$ cat src/rtl/unidade_acesso_dados.sv
// unidade_acesso_dados: byte-burst load/store unit between a CPU and a data memory
// with registered reads.
//   clock, reset_n            : rising-edge clock, asynchronous active-low reset
//   req, escrita, endereco,
//   comprimento               : burst request (write/read, start address, length; 0 = 16)
//   dado_wr, dado_wr_valido,
//   dado_wr_pronto            : write-byte handshake, one byte per beat
//   dado_rd, dado_rd_valido   : read byte and its one-cycle pulse
//   ocupado, concluido, erro  : busy, end-of-transaction pulse, last request out of range
//   mem_write, mem_endereco,
//   mem_dado_in, mem_dado_out : data memory port
module unidade_acesso_dados #(
  parameter logic [7:0] BASE = 8'd128,
  parameter logic [7:0] TOPO = 8'd223
) (
  input  logic       clock,
  input  logic       reset_n,
  input  logic       req,
  input  logic       escrita,
  input  logic [7:0] endereco,
  input  logic [3:0] comprimento,
  input  logic [7:0] dado_wr,
  input  logic       dado_wr_valido,
  output logic       dado_wr_pronto,
  output logic [7:0] dado_rd,
  output logic       dado_rd_valido,
  output logic       ocupado,
  output logic       concluido,
  output logic       erro,
  output logic       mem_write,
  output logic [7:0] mem_endereco,
  output logic [7:0] mem_dado_in,
  input  logic [7:0] mem_dado_out
);
  typedef enum logic [2:0] {OCIOSO, ESPERA_DADO, ESCREVE, LE_END, LE_CAP, FIM} estado_t;
  estado_t    state_q, state_d;
  logic [7:0] addr_q, addr_d, wdata_q, wdata_d, rdata_q, rdata_d;
  logic [3:0] rest_q, rest_d;
  logic       erro_q, erro_d, rd_valid_q;
  logic [8:0] end_final;
  logic       em_faixa, ultimo;
  // End address in 9 bits so a burst running past 255 is caught instead of wrapping.
  assign end_final = {1'b0, endereco} + {4'b0, comprimento == 4'd0, comprimento} - 9'd1;
  assign em_faixa  = (endereco >= BASE) && (end_final <= {1'b0, TOPO});
  // rest_q counts beats left after the current one, so 0 marks the last beat.
  assign ultimo    = rest_q == 4'd0;
  always_ff @(posedge clock or negedge reset_n) begin
    if (!reset_n) begin
      state_q    <= OCIOSO;
      addr_q     <= 8'h00;
      wdata_q    <= 8'h00;
      rdata_q    <= 8'h00;
      rest_q     <= 4'd0;
      erro_q     <= 1'b0;
      rd_valid_q <= 1'b0;
    end else begin
      state_q    <= state_d;
      addr_q     <= addr_d;
      wdata_q    <= wdata_d;
      rdata_q    <= rdata_d;
      rest_q     <= rest_d;
      erro_q     <= erro_d;
      rd_valid_q <= state_q == LE_CAP;
    end
  end
  always_comb begin
    state_d = state_q;
    addr_d  = addr_q;
    wdata_d = wdata_q;
    rdata_d = rdata_q;
    rest_d  = rest_q;
    erro_d  = erro_q;
    case (state_q)
      OCIOSO: if (req) begin
        erro_d  = !em_faixa;
        state_d = !em_faixa ? FIM : (escrita ? ESPERA_DADO : LE_END);
        if (em_faixa) begin
          addr_d = endereco;
          rest_d = comprimento - 4'd1;
        end
      end
      ESPERA_DADO: if (dado_wr_valido) begin
        wdata_d = dado_wr;
        state_d = ESCREVE;
      end
      ESCREVE: begin
        state_d = ultimo ? FIM : ESPERA_DADO;
        addr_d  = ultimo ? addr_q : addr_q + 8'd1;
        rest_d  = ultimo ? rest_q : rest_q - 4'd1;
      end
      LE_END: state_d = LE_CAP;
      LE_CAP: begin
        rdata_d = mem_dado_out;
        state_d = ultimo ? FIM : LE_END;
        addr_d  = ultimo ? addr_q : addr_q + 8'd1;
        rest_d  = ultimo ? rest_q : rest_q - 4'd1;
      end
      FIM:     state_d = OCIOSO;
      default: state_d = OCIOSO;
    endcase
  end
  assign dado_wr_pronto = state_q == ESPERA_DADO;
  assign mem_write      = state_q == ESCREVE;
  assign ocupado        = state_q != OCIOSO;
  assign concluido      = state_q == FIM;
  assign erro           = erro_q;
  assign mem_endereco   = addr_q;
  assign mem_dado_in    = wdata_q;
  assign dado_rd        = rdata_q;
  assign dado_rd_valido = rd_valid_q;
endmodule
$ cat config.mk
export PLATFORM = sky130hd
export DESIGN_NAME = unidade_acesso_dados
export DESIGN_NICKNAME = d
export VERILOG_FILES = /design/src/rtl/unidade_acesso_dados.sv
export SDC_FILE = /design/constraint.sdc
export NUM_CORES = 1
export LEC_CHECK = 0
export BUFFER_PORTS_ARGS = -buffer_cell sky130_fd_sc_hd__buf_4
export CAP_MARGIN = 10
export CORE_MARGIN = 5
export CORE_UTILIZATION = 44
export CTS_BUF_LIST = sky130_fd_sc_hd__clkbuf_8
export DETAILED_ROUTE_END_ITERATION = 8
export PLACE_DENSITY = 0.81
export SYNTH_ARGS = -nofsm -noshare
export SYNTH_HDL_FRONTEND = slang
export SYNTH_SLANG_ARGS = --single-unit
$ cat constraint.sdc
create_clock -name clock -period 2.8 [get_ports clock]
set_input_delay 0.28 -clock clock [delete_from_list [all_inputs] [get_ports clock]]
set_output_delay 0.28 -clock clock [all_outputs]
set_load 0.03 [all_outputs]
Yosys cells after proc, flatten, opt, wreduce, memory -nomap -nowiden
Index checks and enable logic that the tools add are counted.

$lt $le $gt $ge: 2. Multiplexer cells: 15. Equality and inequality tests: 9. Add/sub/neg operators: 5. Reduce and logical (&&, ||, !) cells: 12.

Operator list (count): $mux 8 (3); $pmux 8 s2 (1); $mux 3 (5); $pmux 3 s5 (1); $mux 4 (3); $add 8x5->9 (1); $le 9x8->1 const B (1); $sub 9x1->9 const B (1); $add 8x1->8 const B (1); $ge 8x8->1 const B (1); $logic_not 4->1 (2); $ne 2x2->1 const B (4); $pmux 4 s2 (1); $sub 4x1->4 const B (2); $eq 3x2->1 const B (2); $eq 3x3->1 const B (2); $reduce_and 2->1 (3); $reduce_and 4->1 (1); $eq 3x1->1 const B (1); $logic_not 3->1 (1); $reduce_bool 3->1 (1); $mux 2 (1); $reduce_bool 2->1 (1); $reduce_or 2->1 (1); 2 further kinds (2).

Input port bits: 33. Flip-flop bits (word level): 33. Word-level logic and storage cells: 50. Output and inout bits: 30.

Longest topological paths before layout
Depth after elaboration: 8. Depth in mapped cells: 12. Depth with buffers taken out: 11.

Worst setup path after synthesis
Ideal clock, no wire load.

Path type: input to register. Start point: in comprimento[1]. End point: reg addr_q[3] (netlist: mem_endereco[3]). Library setup time: 0.122 ns. Slack: 0.355 ns. Buffers on the path: 1. Arrival: 2.323 ns. Data required time: 2.678 ns. Stages: 11. Cell sequence: inv_1 > ha_1 > inv_1 > ha_1 > fa_1 > and3_1 > or3_1 > nand4_1 > o221ai_2 > buf_6 > o22a_1.

Longest elaborated chain between the ends: 7.

Ends and longest elaborated chain: start, declared (line 21) `input logic [3:0] comprimento,`; $logic_not 4->1 (line 43) `assign end_final = {1'b0, endereco} + {4'b0, comprimento == 4'd0, comprimento} - 9'd1;`; $add 8x5->9 * (line 43); $sub 9x1->9 * (line 43); $le 9x8->1 * (line 44) `assign em_faixa = (endereco >= BASE) && (end_final <= {1'b0, TOPO});`; $logic_and 1x1->1 * (line 44); $ne 2x2->1 (no line) *; $reduce_and 4->1 (no line) *; end signal, assigned (line 58) `addr_q <= addr_d;`; end, declared (line 37) `logic [7:0] addr_q, addr_d, wdata_q, wdata_d, rdata_q, rdata_d;`.

Mark *: on every way between the ends. The rest lies on a longest branch, timed or not. A chain may end at the register's enable or synchronous reset.

Final worst setup path
Start point: in comprimento[1]. End point: reg rest_q[0].

Longest elaborated chain between the ends: 7.

Ends and longest elaborated chain: $logic_not 4->1 (line 43); $add 8x5->9 * (line 43); $sub 9x1->9 * (line 43); $le 9x8->1 * (line 44); $logic_and 1x1->1 * (line 44); $ne 2x2->1 (no line) *; $reduce_and 4->1 (no line) *; end signal, assigned (line 61) `rest_q <= rest_d;`; end, declared (line 38) `logic [3:0] rest_q, rest_d;`.

Marked as above.

==> impl_metrics.prom <==
# TYPE chip_impl_metric gauge
chip_impl_info{name="status",value="finished clean"} 1
chip_impl_metric{name="hold_path_depth",unit=""} 2
chip_impl_metric{name="synth_enable_flop_cells",unit=""} 0
chip_impl_metric{name="wirelength_met1",unit="mm"} 2.089
chip_impl_metric{name="grt_antenna_before_repair",unit=""} 0
chip_impl_metric{name="cts.sink_count",unit=""} 33
chip_impl_info{name="rsz_0062_raised_after_global_routing",value="no"} 1
chip_impl_metric{name="route.detailed.drc",unit=""} 0
chip_impl_metric{name="syn_area",unit="um^2"} 2071
chip_impl_metric{name="worst_path_largest_cell_delay",unit="ns"} 0.36
chip_impl_info{name="timing.setup.critical_path_class",value="in -> reg"} 1
chip_impl_info{name="worstSetupStartpointType",value="input pin"} 1
chip_impl_metric{name="crit_path_max_fanout",unit=""} 5
chip_impl_metric{name="clock_slew_seen_by_the_registers_of_the_worst_setup_and_hold_paths",unit="ns"} 0.07
chip_impl_metric{name="synth.lib_cells_used.distinct",unit=""} 46
chip_impl_metric{name="wl_met2",unit="mm"} 2.297
chip_impl_metric{name="r2r_setup_slk",unit="ns"} 0.63
chip_impl_metric{name="number_of_buffers_inserted_by_port_buffering",unit=""} 62
chip_impl_metric{name="grt_start_max_net_pins",unit=""} 34
chip_impl_metric{name="floorplan.die.width",unit="um"} 78.60
chip_impl_info{name="most_common_library_cell_in_the_layout_ignoring_fill_and_taps",value="sky130_fd_sc_hd__buf_4"} 1
chip_impl_metric{name="cts_post_setup_buffers_inserted",unit=""} 0
chip_impl_info{name="synth_top_flop_cell",value="sky130_fd_sc_hd__dfrtp_1"} 1
chip_impl_info{name="cts_tree",value="built"} 1
chip_impl_metric{name="die_area",unit="um^2"} 6178
chip_impl_metric{name="row_count",unit=""} 25
chip_impl_metric{name="syn_inst_count",unit=""} 209
chip_impl_metric{name="critical_path_required",unit="ns"} 2.98
chip_impl_metric{name="layout.cells.non_filler",unit=""} 331
chip_impl_metric{name="synth_async_sr_flop_share",unit="%"} 100.0
chip_impl_metric{name="synth.yosys.seq_area_share",unit="%"} 39.88
chip_impl_info{name="most-common-layout-cells",value="sky130_fd_sc_hd__buf_4, sky130_fd_sc_hd__dfrtp_1, sky130_fd_sc_hd__inv_1"} 1
chip_impl_metric{name="wire_per_inst",unit="um"} 14.71
chip_impl_metric{name="yosys_register_bits",unit=""} 33
chip_impl_metric{name="layout_min_cycle_time",unit="ns"} 2.384
chip_impl_metric{name="worst_slew_margin_relative_to_its_limit",unit="%"} 43.86
chip_impl_metric{name="final_ant_viol_nets",unit=""} 0
chip_impl_info{name="clock_tree.root_cell",value="sky130_fd_sc_hd__clkbuf_8"} 1
chip_impl_metric{name="fmaxAchievable",unit="GHz"} 0.4194
chip_impl_metric{name="drt_first_pass_iters",unit=""} 4
chip_impl_metric{name="cts_max_level",unit=""} 2
chip_impl_metric{name="post_route_worst_setup_slack",unit="ns"} 0.4156
chip_impl_metric{name="worst_clock_skew",unit="ns"} 0.005434
chip_impl_metric{name="multi_input_area",unit="um^2"} 1115
chip_impl_metric{name="cts.path.max_buffers",unit=""} 2
chip_impl_metric{name="synth.net_count",unit=""} 258
chip_impl_metric{name="num-nets-final",unit=""} 325
chip_impl_metric{name="arrival_time_reported_for_the_critical_path_endpoint",unit="ns"} 2.56
chip_impl_metric{name="ir_drop",unit="mV"} 0.3957
chip_impl_metric{name="seqCellArea",unit="um^2"} 825.8
chip_impl_metric{name="clk-insertion-delay-late",unit="ns"} 0.28
chip_impl_metric{name="ios",unit=""} 63
chip_impl_metric{name="fp.coreArea",unit="um^2"} 4661
chip_impl_metric{name="final-setup-viol-count",unit=""} 0
chip_impl_metric{name="total_leakage_power",unit="nW"} 1.316
chip_impl_metric{name="post_route_cells_drive_above_1_share",unit="%"} 32.85
chip_impl_metric{name="grt.overflow.total",unit=""} 0
chip_impl_metric{name="vias",unit=""} 1817
chip_impl_info{name="critical_path.slowest_cell",value="sky130_fd_sc_hd__fa_1"} 1
chip_impl_metric{name="cts-buffers-inserted",unit=""} 5
chip_impl_metric{name="first_iter_violations",unit=""} 111
chip_impl_metric{name="dp.cells",unit=""} 322
chip_impl_metric{name="worstMarginPinSlew",unit="ns"} 0.8390
chip_impl_metric{name="met3WireLength",unit="um"} 362
chip_impl_info{name="worst_setup_path_end_kind",value="register"} 1
chip_impl_metric{name="wirelength",unit="mm"} 4.869
chip_impl_metric{name="postSynthAreaPerCell",unit="um^2"} 9.908
chip_impl_metric{name="antenna-diode-count",unit=""} 0
chip_impl_metric{name="final_max_slew_viol_count",unit=""} 0
chip_impl_metric{name="post-route-period-util",unit="%"} 85.16
chip_impl_metric{name="grt_first_pass_wirelength",unit="mm"} 7.935
chip_impl_metric{name="fin_util",unit="%"} 57.56
chip_impl_metric{name="totalNegativeSetupSlack",unit="ns"} 0
chip_impl_metric{name="fillerInstances",unit=""} 410
chip_impl_metric{name="post_cts_resized",unit=""} 0
chip_impl_metric{name="flow.area_growth_from_synthesis",unit="%"} 29.55
chip_impl_metric{name="ys.warnings.count",unit=""} 0
chip_impl_metric{name="globalplace.congestion",unit=""} 0.8151
chip_impl_metric{name="timing.max_cap.violations",unit=""} 0
chip_impl_metric{name="route.detailed.vias_per_inst",unit=""} 5.489
chip_impl_info{name="hold_path_class",value="in -> reg"} 1
chip_impl_metric{name="start_util",unit="%"} 44.43
chip_impl_metric{name="gr-usage-all-layers",unit="%"} 16.24
chip_impl_info{name="cells_traversed_along_the_worst_timing_path",value="buf_4, inv_1, ha_1, inv_1, ha_1, fa_1, and3_1, or3_1, nand4_1, o22a_1, o21ai_1, a32o_1"} 1
chip_impl_metric{name="final_hold_viol_count",unit=""} 0
chip_impl_info{name="route.top_layer_used",value="met4"} 1
chip_impl_metric{name="dp_slack",unit="ns"} 0.1330
chip_impl_metric{name="die_h",unit="um"} 78.60
chip_impl_metric{name="dp_hpwl",unit="mm"} 3.909
chip_impl_metric{name="totalPowerFinal",unit="W"} 0.002968
chip_impl_metric{name="reg2regPathDepth",unit=""} 8
chip_impl_metric{name="number_of_global_route_vias_before_repair",unit=""} 1773
chip_impl_metric{name="pwr_dens",unit="nW/um^2"} 1106
synth_stat cells (4+ instances only):
master	count	share of area, %
sky130_fd_sc_hd__o21ai_1	9	2.2
sky130_fd_sc_hd__a21oi_1	11	2.7
sky130_fd_sc_hd__nand2_1	9	1.6
sky130_fd_sc_hd__o22a_1	5	2.1
sky130_fd_sc_hd__nand3_1	6	1.5
sky130_fd_sc_hd__mux2_1	7	3.8
sky130_fd_sc_hd__nor4_1	4	1.2
sky130_fd_sc_hd__dfrtp_1	33	40
sky130_fd_sc_hd__ha_1	15	9.1
sky130_fd_sc_hd__inv_1	27	4.9
sky130_fd_sc_hd__a31oi_1	4	1.2
sky130_fd_sc_hd__mux2_2	9	4.9
sky130_fd_sc_hd__o21ai_0	5	1.2
sky130_fd_sc_hd__nor2_1	13	2.4
cell families (layout without fill, tap and decap cells):
kind of cell	after synthesis	in the layout	synth area share, %
fa+ha+maj	16	16	10.03
simple gates	50	50	13.17
mux	19	19	10.15
compound gates	57	57	19.27
buf+inv	32	100	6.284
xor+xnor	2	2	1.209
flops	33	33	39.88
what timing repair did:
action                                  in CTS  in global routing
hold endpoints to repair                    33                  0
hold buffers                                 1                  0
endpoints found under the setup margin       0                  0
sequential cells by signal, indices dropped and copies added (netlist names):
register,flops
dado_rd,8
mem_dado_in,8
mem_endereco,8
rest_q,4
state_q,3
dado_rd_valido,1
erro,1
report_power, final:
part           internal, W  switching (W)  total, W
combinational     0.000711        0.00101   0.00172
sequential        0.000710       0.000198  0.000909
clock             0.000168       0.000168  0.000336
total              0.00159        0.00138   0.00297
per-stage QoR:
stage	hold slack [ns]	instance area [um^2]
finish	0.2127	2683
global route	0.2024	2683
CTS	0.2017	2683
detailed placement	0.2428	2590
global placement	0.2420	2590
floorplan	-0.01559	2071
metal layers:
| metal | track usage (%) | up-vias |
|---|---|---|
| li1 | - | 884 |
| met1 | 19.03 | 847 |
| met4 | 7.343 | 0 |
| met3 | 4.358 | 10 |
| met5 | 0 | - |
| met2 | 27.59 | 76 |
path summary, 6_finish.rpt:
path	from	end
max in group asynchronous	reset_n	mem_dado_in[7]
worst min register to register	dado_rd[5]	dado_rd[5]
worst max-delay path	comprimento[1]	rest_q[0]
min in group asynchronous	reset_n	state_q[2]
worst max register to register	state_q[2]	rest_q[2]
worst min-delay path	mem_dado_out[1]	dado_rd[1]
critical path: cells and delay by family:
family          cells  cell delay, ns
compound gates      3            0.57
fa+ha+maj           3            0.85
buf+inv             3            0.18
simple gates        3            0.68
cell type report:
| cell class | count | area share (%) |
|---|---|---|
| Multi-Input combinational cell | 144 | 41.56 |
| Sequential cell | 33 | 30.78 |
| Clock inverter | 3 | 0.5131 |
| Inverter | 27 | 3.778 |
| Timing Repair Buffer | 65 | 18.28 |
| Tap cell | 54 | 2.519 |
| Clock buffer | 5 | 2.565 |
Power figures use the tool's default switching activity.
